--- config.mk ---
export PLATFORM = sky130hd
export DESIGN_NAME = iq_slot_alloc8
export DESIGN_NICKNAME = d
export VERILOG_FILES = /design/src/rtl/iq_slot_alloc8.sv
export SDC_FILE = /design/constraint.sdc
export NUM_CORES = 1
export LEC_CHECK = 0
export ABC_AREA = 1
export CORE_MARGIN = 2
export CORE_UTILIZATION = 43
export CTS_CLUSTER_SIZE = 40
export DETAILED_ROUTE_END_ITERATION = 7
export GPL_ROUTABILITY_DRIVEN = 0
export PLACE_DENSITY = 0.79
export REMOVE_ABC_BUFFERS = 1
export SLEW_MARGIN = 20
export SYNTH_ARGS = -nofsm -noshare
export SYNTH_HDL_FRONTEND = slang
export SYNTH_SLANG_ARGS = --single-unit
--- constraint.sdc ---
create_clock -name clk -period 4.75 [get_ports clk]
set_clock_uncertainty 0.05 [all_clocks]
set_input_delay 0.95 -clock clk [delete_from_list [all_inputs] [get_ports clk]]
set_output_delay 0.95 -clock clk [all_outputs]
set_load 0.05 [all_outputs]
--- src/rtl/iq_slot_alloc8.sv ---
// iq_slot_alloc8 -- slot allocator and occupancy tracker for an 8-entry issue queue.
//
// Registers the two allocatable slot indices offered by the empty-entry finder,
// grants up to two in-order dispatch requests into them, and owns the per-slot
// valid bitmap and occupancy count. Slots are freed by issue or by flush.
//
// Optional feature macro: IQ_SLOT_CHECK_EN
//   defined   -> sticky alloc_err plus simulation $error on inconsistent traffic
//   undefined -> alloc_err tied to 0, no check logic
module iq_slot_alloc8 #(
  // Only 8 is supported; the upstream finder is fixed at 8 entries.
  parameter int NUM_SLOTS = 8
) (
  input  logic                 clk,
  input  logic                 rst,
  input  logic [2:0]           find_idx0,
  input  logic [2:0]           find_idx1,
  input  logic                 find_idx0_valid,
  input  logic                 find_idx1_valid,
  input  logic                 dispatch_req0,
  input  logic                 dispatch_req1,
  output logic                 dispatch_gnt0,
  output logic                 dispatch_gnt1,
  output logic [2:0]           dispatch_slot_idx0,
  output logic [2:0]           dispatch_slot_idx1,
  output logic                 dispatch_slot_idx0_valid,
  output logic                 dispatch_slot_idx1_valid,
  input  logic                 issue_valid0,
  input  logic                 issue_valid1,
  input  logic [2:0]           issue_idx0,
  input  logic [2:0]           issue_idx1,
  input  logic                 flush,
  output logic [NUM_SLOTS-1:0] slot_valid,
  output logic [3:0]           occupancy,
  output logic                 queue_full,
  output logic                 alloc_err
);

  // Allocation register: the finder's picks from the previous cycle.
  logic [2:0]           alloc_idx_q0, alloc_idx_d0;
  logic [2:0]           alloc_idx_q1, alloc_idx_d1;
  logic                 alloc_vld_q0, alloc_vld_d0;
  logic                 alloc_vld_q1, alloc_vld_d1;

  // Occupancy state.
  logic [NUM_SLOTS-1:0] slot_valid_q, slot_valid_d;
  logic [3:0]           occupancy_q, occupancy_d;

  // Per-cycle one-hot views of issue and dispatch traffic.
  logic [NUM_SLOTS-1:0] issue_mask;
  logic [NUM_SLOTS-1:0] dispatch_mask;
  logic [NUM_SLOTS-1:0] added_mask;
  logic [NUM_SLOTS-1:0] removed_mask;

  function automatic logic [3:0] popcount(input logic [NUM_SLOTS-1:0] v);
    logic [3:0] cnt;
    cnt = 4'd0;
    for (int i = 0; i < NUM_SLOTS; i++) begin
      cnt = cnt + {3'b000, v[i]};
    end
    return cnt;
  endfunction

  // Grants: in-order, slot 1 only behind slot 0, nothing during flush.
  assign dispatch_gnt0 = dispatch_req0 & alloc_vld_q0 & ~flush;
  assign dispatch_gnt1 = dispatch_req1 & dispatch_gnt0 & alloc_vld_q1 & ~flush;

  assign dispatch_slot_idx0       = alloc_idx_q0;
  assign dispatch_slot_idx1       = alloc_idx_q1;
  assign dispatch_slot_idx0_valid = dispatch_gnt0;
  assign dispatch_slot_idx1_valid = dispatch_gnt1;

  assign slot_valid = slot_valid_q;
  assign occupancy  = occupancy_q;
  assign queue_full = (occupancy_q == 4'd8);

  // Next allocation register: always follow the finder, invalidate on flush.
  always_comb begin
    // NOTE: every always_comb output gets a default first, so no path can infer a latch.
    alloc_idx_d0 = find_idx0;
    alloc_idx_d1 = find_idx1;
    alloc_vld_d0 = find_idx0_valid;
    alloc_vld_d1 = find_idx1_valid;
    if (flush) begin
      alloc_vld_d0 = 1'b0;
      alloc_vld_d1 = 1'b0;
    end
  end

  // Decode issue and dispatch indices into slot masks.
  always_comb begin
    issue_mask    = ({{(NUM_SLOTS-1){1'b0}}, issue_valid0} << issue_idx0)
                  | ({{(NUM_SLOTS-1){1'b0}}, issue_valid1} << issue_idx1);
    dispatch_mask = ({{(NUM_SLOTS-1){1'b0}}, dispatch_gnt0} << alloc_idx_q0)
                  | ({{(NUM_SLOTS-1){1'b0}}, dispatch_gnt1} << alloc_idx_q1);
  end

  // Next bitmap and occupancy; flush clears everything and drops same-cycle traffic.
  always_comb begin
    slot_valid_d = (slot_valid_q & ~issue_mask) | dispatch_mask;
    // Count exactly the bits that turn on and off, so the counter tracks the
    // bitmap's popcount even when a dispatch collides with an issue or a
    // dispatch targets an already valid slot. On legal traffic these are
    // simply the grants and the effective (deduplicated) frees.
    added_mask   = dispatch_mask & ~slot_valid_q;
    removed_mask = slot_valid_q & issue_mask & ~dispatch_mask;
    occupancy_d  = occupancy_q + popcount(added_mask) - popcount(removed_mask);
    if (flush) begin
      slot_valid_d = '0;
      occupancy_d  = 4'd0;
    end
  end

  // State registers with asynchronous reset; reset empties the queue at once.
  always_ff @(posedge clk or posedge rst) begin
    if (rst) begin
      // NOTE: the bitmap is control state, not a data array, so it must be reset.
      alloc_idx_q0 <= 3'd0;
      alloc_idx_q1 <= 3'd0;
      alloc_vld_q0 <= 1'b0;
      alloc_vld_q1 <= 1'b0;
      slot_valid_q <= '0;
      occupancy_q  <= 4'd0;
    end else begin
      // NOTE: non-blocking assignments so every register samples pre-edge values.
      alloc_idx_q0 <= alloc_idx_d0;
      alloc_idx_q1 <= alloc_idx_d1;
      alloc_vld_q0 <= alloc_vld_d0;
      alloc_vld_q1 <= alloc_vld_d1;
      slot_valid_q <= slot_valid_d;
      occupancy_q  <= occupancy_d;
    end
  end

`ifdef IQ_SLOT_CHECK_EN
  logic err_dup_alloc;
  logic err_issue_empty;
  logic err_req_order;
  logic err_same_slot;
  logic err_now;
  logic alloc_err_q, alloc_err_d;

  // Detect inconsistent traffic; issue during flush is discarded, so not checked.
  always_comb begin
    err_dup_alloc   = (dispatch_gnt0 & slot_valid_q[alloc_idx_q0])
                    | (dispatch_gnt1 & slot_valid_q[alloc_idx_q1]);
    err_issue_empty = ~flush & ((issue_valid0 & ~slot_valid_q[issue_idx0])
                              | (issue_valid1 & ~slot_valid_q[issue_idx1]));
    err_req_order   = dispatch_req1 & ~dispatch_req0;
    err_same_slot   = dispatch_gnt0 & dispatch_gnt1 & (alloc_idx_q0 == alloc_idx_q1);
    err_now         = err_dup_alloc | err_issue_empty | err_req_order | err_same_slot;
    alloc_err_d     = alloc_err_q | err_now;
  end

  // Sticky error flag, cleared only by reset.
  always_ff @(posedge clk or posedge rst) begin
    if (rst) begin
      alloc_err_q <= 1'b0;
    end else begin
      alloc_err_q <= alloc_err_d;
      if (err_now) begin
        $error("iq_slot_alloc8: dup_alloc=%0b issue_empty=%0b req_order=%0b same_slot=%0b",
               err_dup_alloc, err_issue_empty, err_req_order, err_same_slot);
      end
    end
  end

  assign alloc_err = alloc_err_q;
`else
  assign alloc_err = 1'b0;
`endif

endmodule

==> results of run 1 <==
-- metal layers --
layer | part of all wire [%] | vias up
li1 | - | 965
met1 | 36 | 1122
met2 | 45 | 251
met3 | 11 | 91
met4 | 7.9 | 0
met5 | 0 | -
-- flip-flops by register name, indices dropped and copies added (netlist names) --
name,flops
alloc_vld_q1,1
dispatch_slot_idx1,3
alloc_vld_q0,1
occupancy,4
dispatch_slot_idx0,3
slot_valid,8
-- final cells by class --
class	instances	area, µm²	area share [%]
Clock buffer	4	55.1	1.77
Sequential cell	20	500	16.1
Timing Repair Buffer	160	1310	42.3
Tap cell	48	60.1	1.93
Multi-Input combinational cell	121	945	30.4
Inverter	54	230	7.42
-- what timing repair did --
item / 4_1_cts / 5_1_grt
pin swaps: 28 / 14
resized for setup: 73 / 26
setup endpoints to repair: 3 / 4
setup buffers: 94 / 8
-- critical path, stage by stage --
cell and delay [ns]:
buf_8 0.11, inv_4 0.06, buf_6 0.09, nand4_1 0.19
nand2_1 0.16, nand4_1 0.15, fa_1 0.60, inv_2 0.05
fa_1 0.56, inv_2 0.05, fa_1 0.49, inv_1 0.05
fa_1 0.45, fa_2 0.35, inv_2 0.08, ha_4 0.15
inv_4 0.03, fa_2 0.36, xnor2_2 0.17, a21oi_2 0.17
o21a_1 0.15
-- path summary, 6_finish.rpt --
path / from / to / slack (ns)
setup / recovery: issue_idx0[1] / occupancy[3]$_DFF_PP0_ / -0.54
hold / removal: slot_valid[6]$_DFF_PP0_ / slot_valid[6]$_DFF_PP0_ / 0.68
setup reg to reg: dispatch_slot_idx0[0]$_DFF_PP0_ / occupancy[3]$_DFF_PP0_ / -0.15
hold reg to reg: slot_valid[6]$_DFF_PP0_ / slot_valid[6]$_DFF_PP0_ / 0.68
max in group asynchronous: rst / slot_valid[5]$_DFF_PP0_ / 3.08
min in group asynchronous: rst / dispatch_slot_idx1[0]$_DFF_PP0_ / 1.07
-- power by group --
group | switching, mW | total [mW] | internal, mW
Sequential | 0.0174 | 0.202 | 0.185
Clock | 0.0627 | 0.137 | 0.0740
Combinational | 0.223 | 0.385 | 0.161
-- cell families (layout without fill, tap and decap cells) --
family          Yosys count  count (layout)  synth area share [%]
flops                    20              20                  31.5
other cells               1               1                 0.236
xor+xnor                  2               2                  1.10
compound gates            7               7                  2.36
buf+inv                  59             218                  14.8
fa+ha+maj                16              16                  18.8
simple gates             95              95                  31.2
-- placed cells by master (no fill, tap or decap), types with 3 or more instances in the layout --
cell type,instances
buf_4,115
inv_1,41
nand4_1,33
clkdlybuf4s50_1,32
nand2_1,28
dfrtp_1,20
nand3_1,13
fa_1,10
nor2_1,8
inv_4,6
nand3_2,6
inv_2,6
a21oi_2,4
clkbuf_8,4
buf_6,4
buf_2,4
nand2_2,3
fa_2,3
-- stage by stage --
stage               TNS [ns]  util (%)
finish                -0.850      86.1
global route           -1.14      86.1
CTS                   -0.359      83.6
detailed placement     -2.68      61.6
global placement       -2.38      61.6
floorplan              -1.45         -
==> reports/results.ini, run 1 <==
[status]
run_status=finished with violations
violations=setup timing

[final_layout]
fin_area_um2=3100
layout-drive-gt1-share_pct=46.2
stdcell_count=407
fin_nets=397
syn_to_final_growth_pct=95.5
diodes=0
fillCellCount=179

[timing]
hold_viol=0
slew_headroom_pct=47.3
max_freq_mhz=189
rsz0062_at_grt=yes
finalSetupViolCount=2
min_period_ns=5.29
fin_ws_ns=-0.542
worst_slew_pin_slew_ns=0.790
report.final.slew_viol_count=0
holdWs_ns=0.683
final.period_utilization_pct=111

[die]
start_util_pct=44.0
io_pins=45
dieArea_um2=4190
rows=22
core_area_um2=3610
dieWidth_um=64.8
die_h_um=64.8

[synthesis]
yosys.cell_types.count=20
synthArstFlopShare_pct=100
yosysTopAreaCellShare_pct=31.5
synthTopCellsByArea=dfrtp_1, fa_1, nand4_1
synth_common_cells=inv_1, nand4_1, nand2_1, dfrtp_1, nand3_1
yosysSeqAreaShare_pct=31.5
synthCells=200
synthFlopType=dfrtp_1
netlist_area_um2=1590
postSynthAreaPerCell_um2=7.94
yosysWarningCount=0
yosys.area.top_type=dfrtp_1
synth-seq-cells=20
synth_edf_count=0
yosysMostFrequentCell=inv_1

[global_routing]
grt_max_degree=21
antenna_found_initial=0
grt_pass1_vias=2451
met3_usage_pct=7.64
grt_pass1_wl_mm=12.5
grt_overflow=0
met1_usage_pct=50.1
grt_usage_pct=39.6
grt_util_met2_pct=62.6
top_usage_layer=met2

[clock_network]
clockBufferDepth=2
cts_buffers=3
clk_latency_ns=0.27
cts_tree=yes
root_buffer=clkbuf_8
cts_hold_buf=0
cts.sinks=20
htree_num_levels=1
clk_pin_slew_ns=0.09

[flow_run]
max_cap_violations=0

[placement]
dp.cells=309
dpl_cell_area_um2=2220
dpl.hpwl_mm=3.39
dp_worst_setup_slack_ns=-1.12
io_buffers=43

[routing]
post_drt_wl_per_cell_um=21.2
drc=0
via_per_inst=5.97
drtIter0Drc=406
drtAntennaViolNets=0
detail_route.first_pass.iterations=7
wirelength_mm=8.61
vias=2429

[worst_setup_path]
worstSetupStartpointType=primary input
crit_type=in -> reg
reg2reg_depth=18
crit_path_max_fanout=5
cp.arrival_ns=5.44
worst_setup_path_end_kind=flip-flop
cp.required_ns=4.90

[hold_path]
hold_depth=4
hp-class=reg -> reg

[power_and_ir_drop]
peakVddDrop_mv=0.297
power.density_nw_per_um2=233
leakagePower_nw=1.62
p_total_mw=0.724

(Power assumes the default switching activity.)
==> run 2, diff against run 1 <==
CAP_MARGIN = 15   (was not set)
GPL_TIMING_DRIVEN = 0   (was not set)
==> reports/results.ini, run 2 (synthesis results as in run 1) <==
[timing]
min_period_ns=5.23  ; was 5.29 ns
rsz0062_at_grt=yes  ; unchanged
slew_headroom_pct=46.5  ; was 47.3%
finalSetupViolCount=3  ; was 2
max_freq_mhz=191  ; was 189 MHz
final.period_utilization_pct=110  ; was 111%
fin_setup_tns_ns=-0.943  ; was -0.850 ns
fin_ws_ns=-0.483  ; was -0.542 ns
holdWs_ns=0.697  ; was 0.683 ns
report.final.slew_viol_count=0  ; unchanged
worst_slew_pin_slew_ns=0.802  ; was 0.790 ns
hold_viol=0  ; unchanged

[power_and_ir_drop]
switchingPower_mw=0.298  ; was 0.303 mW
p_sw_share_pct=42.0  ; was 41.9%
p_int_mw=0.411  ; was 0.420 mW
clock_power_share_pct=19.8  ; was 18.9%
leakagePower_nw=1.64  ; was 1.62 nW
power.density_nw_per_um2=224  ; was 233 nW/µm²
peakVddDrop_mv=0.267  ; was 0.297 mV
combPwrFrac_pct=51.7  ; was 53.2%
p_seq_share_pct=28.5  ; was 28.0%

[hold_path]
hp-start=slot_valid[2]$_DFF_PP0_  ; was slot_valid[6]$_DFF_PP0_
hp-class=reg -> reg  ; unchanged

[clock_network]
cts_tree=yes  ; unchanged
cts_hold_buf=0  ; unchanged
htree_num_levels=1  ; unchanged
clk_latency_ns=0.27  ; about the same
cts.sinks=20  ; unchanged
root_buffer=clkbuf_8  ; unchanged
clk_pin_slew_ns=0.09  ; about the same
clockBufferDepth=2  ; unchanged
cts_buffers=3  ; unchanged

[die]
die_h_um=64.8  ; unchanged
rows=22  ; unchanged
dieArea_um2=4190  ; unchanged
core_area_um2=3610  ; unchanged
io_pins=45  ; unchanged
start_util_pct=44.0  ; unchanged
dieWidth_um=64.8  ; unchanged

[routing]
drtIter0Drc=412  ; was 406
via_per_inst=6.01  ; was 5.97
detail_route.first_pass.iterations=6  ; was 7
wl_met1_mm=3.00  ; was 3.12 mm
wirelength_mm=9.24  ; was 8.61 mm
post_drt_wl_per_cell_um=22.7  ; was 21.2 µm
vias=2448  ; was 2,429
routed.top_layer=met4  ; unchanged
drtAntennaViolNets=0  ; unchanged
dr_wl_met2_mm=4.29  ; was 3.87 mm
drc=0  ; unchanged
met3WireLength_mm=1.04  ; was 933 µm

[status]
run_status=finished with violations  ; unchanged
violations=setup timing  ; unchanged

[flow_run]
max_cap_violations=0  ; unchanged

[final_layout]
syn_to_final_growth_pct=99.3  ; was 95.5%
layout_commonest_cell=buf_4  ; unchanged
fin_nets=397  ; unchanged
fin_area_um2=3160  ; was 3100 µm²
largest_reg_flops=8  ; unchanged
multi_input_area_um2=958  ; was 945 µm²
fillCellCount=170  ; was 179
stdcell_count=407  ; unchanged
mostFrequentLayoutCells=buf_4, inv_1, nand4_1  ; unchanged
layout-drive-gt1-share_pct=47.4  ; was 46.2%
diodes=0  ; unchanged
ff_latch_area_um2=500  ; unchanged
final_core_util_pct=87.8  ; was 86.1%

[worst_setup_path]
cp.arrival_ns=5.39  ; was 5.44 ns
crit_type=in -> reg  ; unchanged
critPathLaunch=flush  ; was issue_idx0[1]
reg2reg_from=dispatch_slot_idx0[1]$_DFF_PP0_  ; was dispatch_slot_idx0[0]$_DFF_PP0_
crit_path_max_fanout=10  ; was 5
cp.required_ns=4.90  ; about the same
worst_setup_path_end_kind=flip-flop  ; unchanged
worstSetupStartpointType=primary input  ; unchanged

[global_routing]
grt_pass1_vias=2623  ; was 2,451
grt_pass1_wl_mm=14.4  ; was 12.5 mm
grt_usage_pct=48.4  ; was 39.6%
grt_max_degree=21  ; unchanged
grt_overflow=0  ; unchanged
antenna_found_initial=0  ; unchanged

[placement]
dpl_cell_area_um2=2050  ; was 2220 µm²
dp.cells=286  ; was 309
dpl.hpwl_mm=2.99  ; was 3.39 mm
io_buffers=43  ; unchanged

[run 2: cell types whose count changed in the layout (fill, tap and decap cells not counted), sizes merged]
cell	before	now
buf	126	127
clkbuf	6	5
clkinv	1	0
inv	53	54
[run 2: through the flow]
| stage | setup slack [ns] | power, mW |
|---|---|---|
| finish | -0.483 | 0.709 |
| global route | -0.613 | 0.736 |
| global placement | -1.32 | 0.454 |
| detailed placement | -1.40 | 0.463 |
| floorplan | -0.759 | 0.379 |
| CTS | -0.175 | 0.659 |
[run 2: power groups by stage]
stage | clock network (mW) | registers (mW) | logic, mW
final | 0.140 | 0.202 | 0.367
after global routing | 0.149 | 0.203 | 0.384
after CTS | 0.140 | 0.198 | 0.320
after detailed placement | 0 | 0.202 | 0.262
after global placement | 0 | 0.201 | 0.253
after floorplan | 0 | 0.246 | 0.134
[run 2: timing repair]
action                                  in CTS  in global routing
endpoints found under the setup margin       4                  6
buffers inserted                           120                  8
resized for setup                           89                 28
pin swaps                                   26                 14
[run 2: area by class of cell]
cell class                 instances  share of cell area [%]
sequential                        20                    15.8
timing repair buffer             160                    43.2
clock buffer                       4                    1.74
tap                               48                    1.90
inverter                          54                    7.04
multi-input combinational        121                    30.3
[run 2: worst max-delay path: stages]
cell	delay, ns
buf_12	0.11
inv_6	0.05
nand3_4	0.11
inv_6	0.13
nand4_1	0.22
nand2_1	0.17
nand2_2	0.10
fa_1	0.54
fa_1	0.52
inv_1	0.06
fa_1	0.53
inv_2	0.05
fa_1	0.46
fa_2	0.35
inv_2	0.09
ha_4	0.13
inv_2	0.03
fa_2	0.35
xnor2_2	0.16
a21oi_2	0.13
o21a_1	0.13
[run 2: path summary, 6_finish.rpt]
check / end / slack (ns) / cells after the start
hold / removal: slot_valid[2]$_DFF_PP0_ / 0.70 / 4
hold reg to reg: slot_valid[2]$_DFF_PP0_ / 0.70 / 4
setup reg to reg: occupancy[3]$_DFF_PP0_ / -0.18 / 19
min in group asynchronous: dispatch_slot_idx1[0]$_DFF_PP0_ / 1.08 / 2
setup / recovery: occupancy[3]$_DFF_PP0_ / -0.48 / 21
max in group asynchronous: slot_valid[5]$_DFF_PP0_ / 3.07 / 2
[run 2: metal layers]
| metal | vias to the layer above | GRT usage, % |
|---|---|---|
| li1 | 971 | - |
| met1 | 1128 | 51.7 |
| met2 | 249 | 78.4 |
| met3 | 100 | 17.0 |
| met4 | 0 | 36.4 |
| met5 | - | 0 |
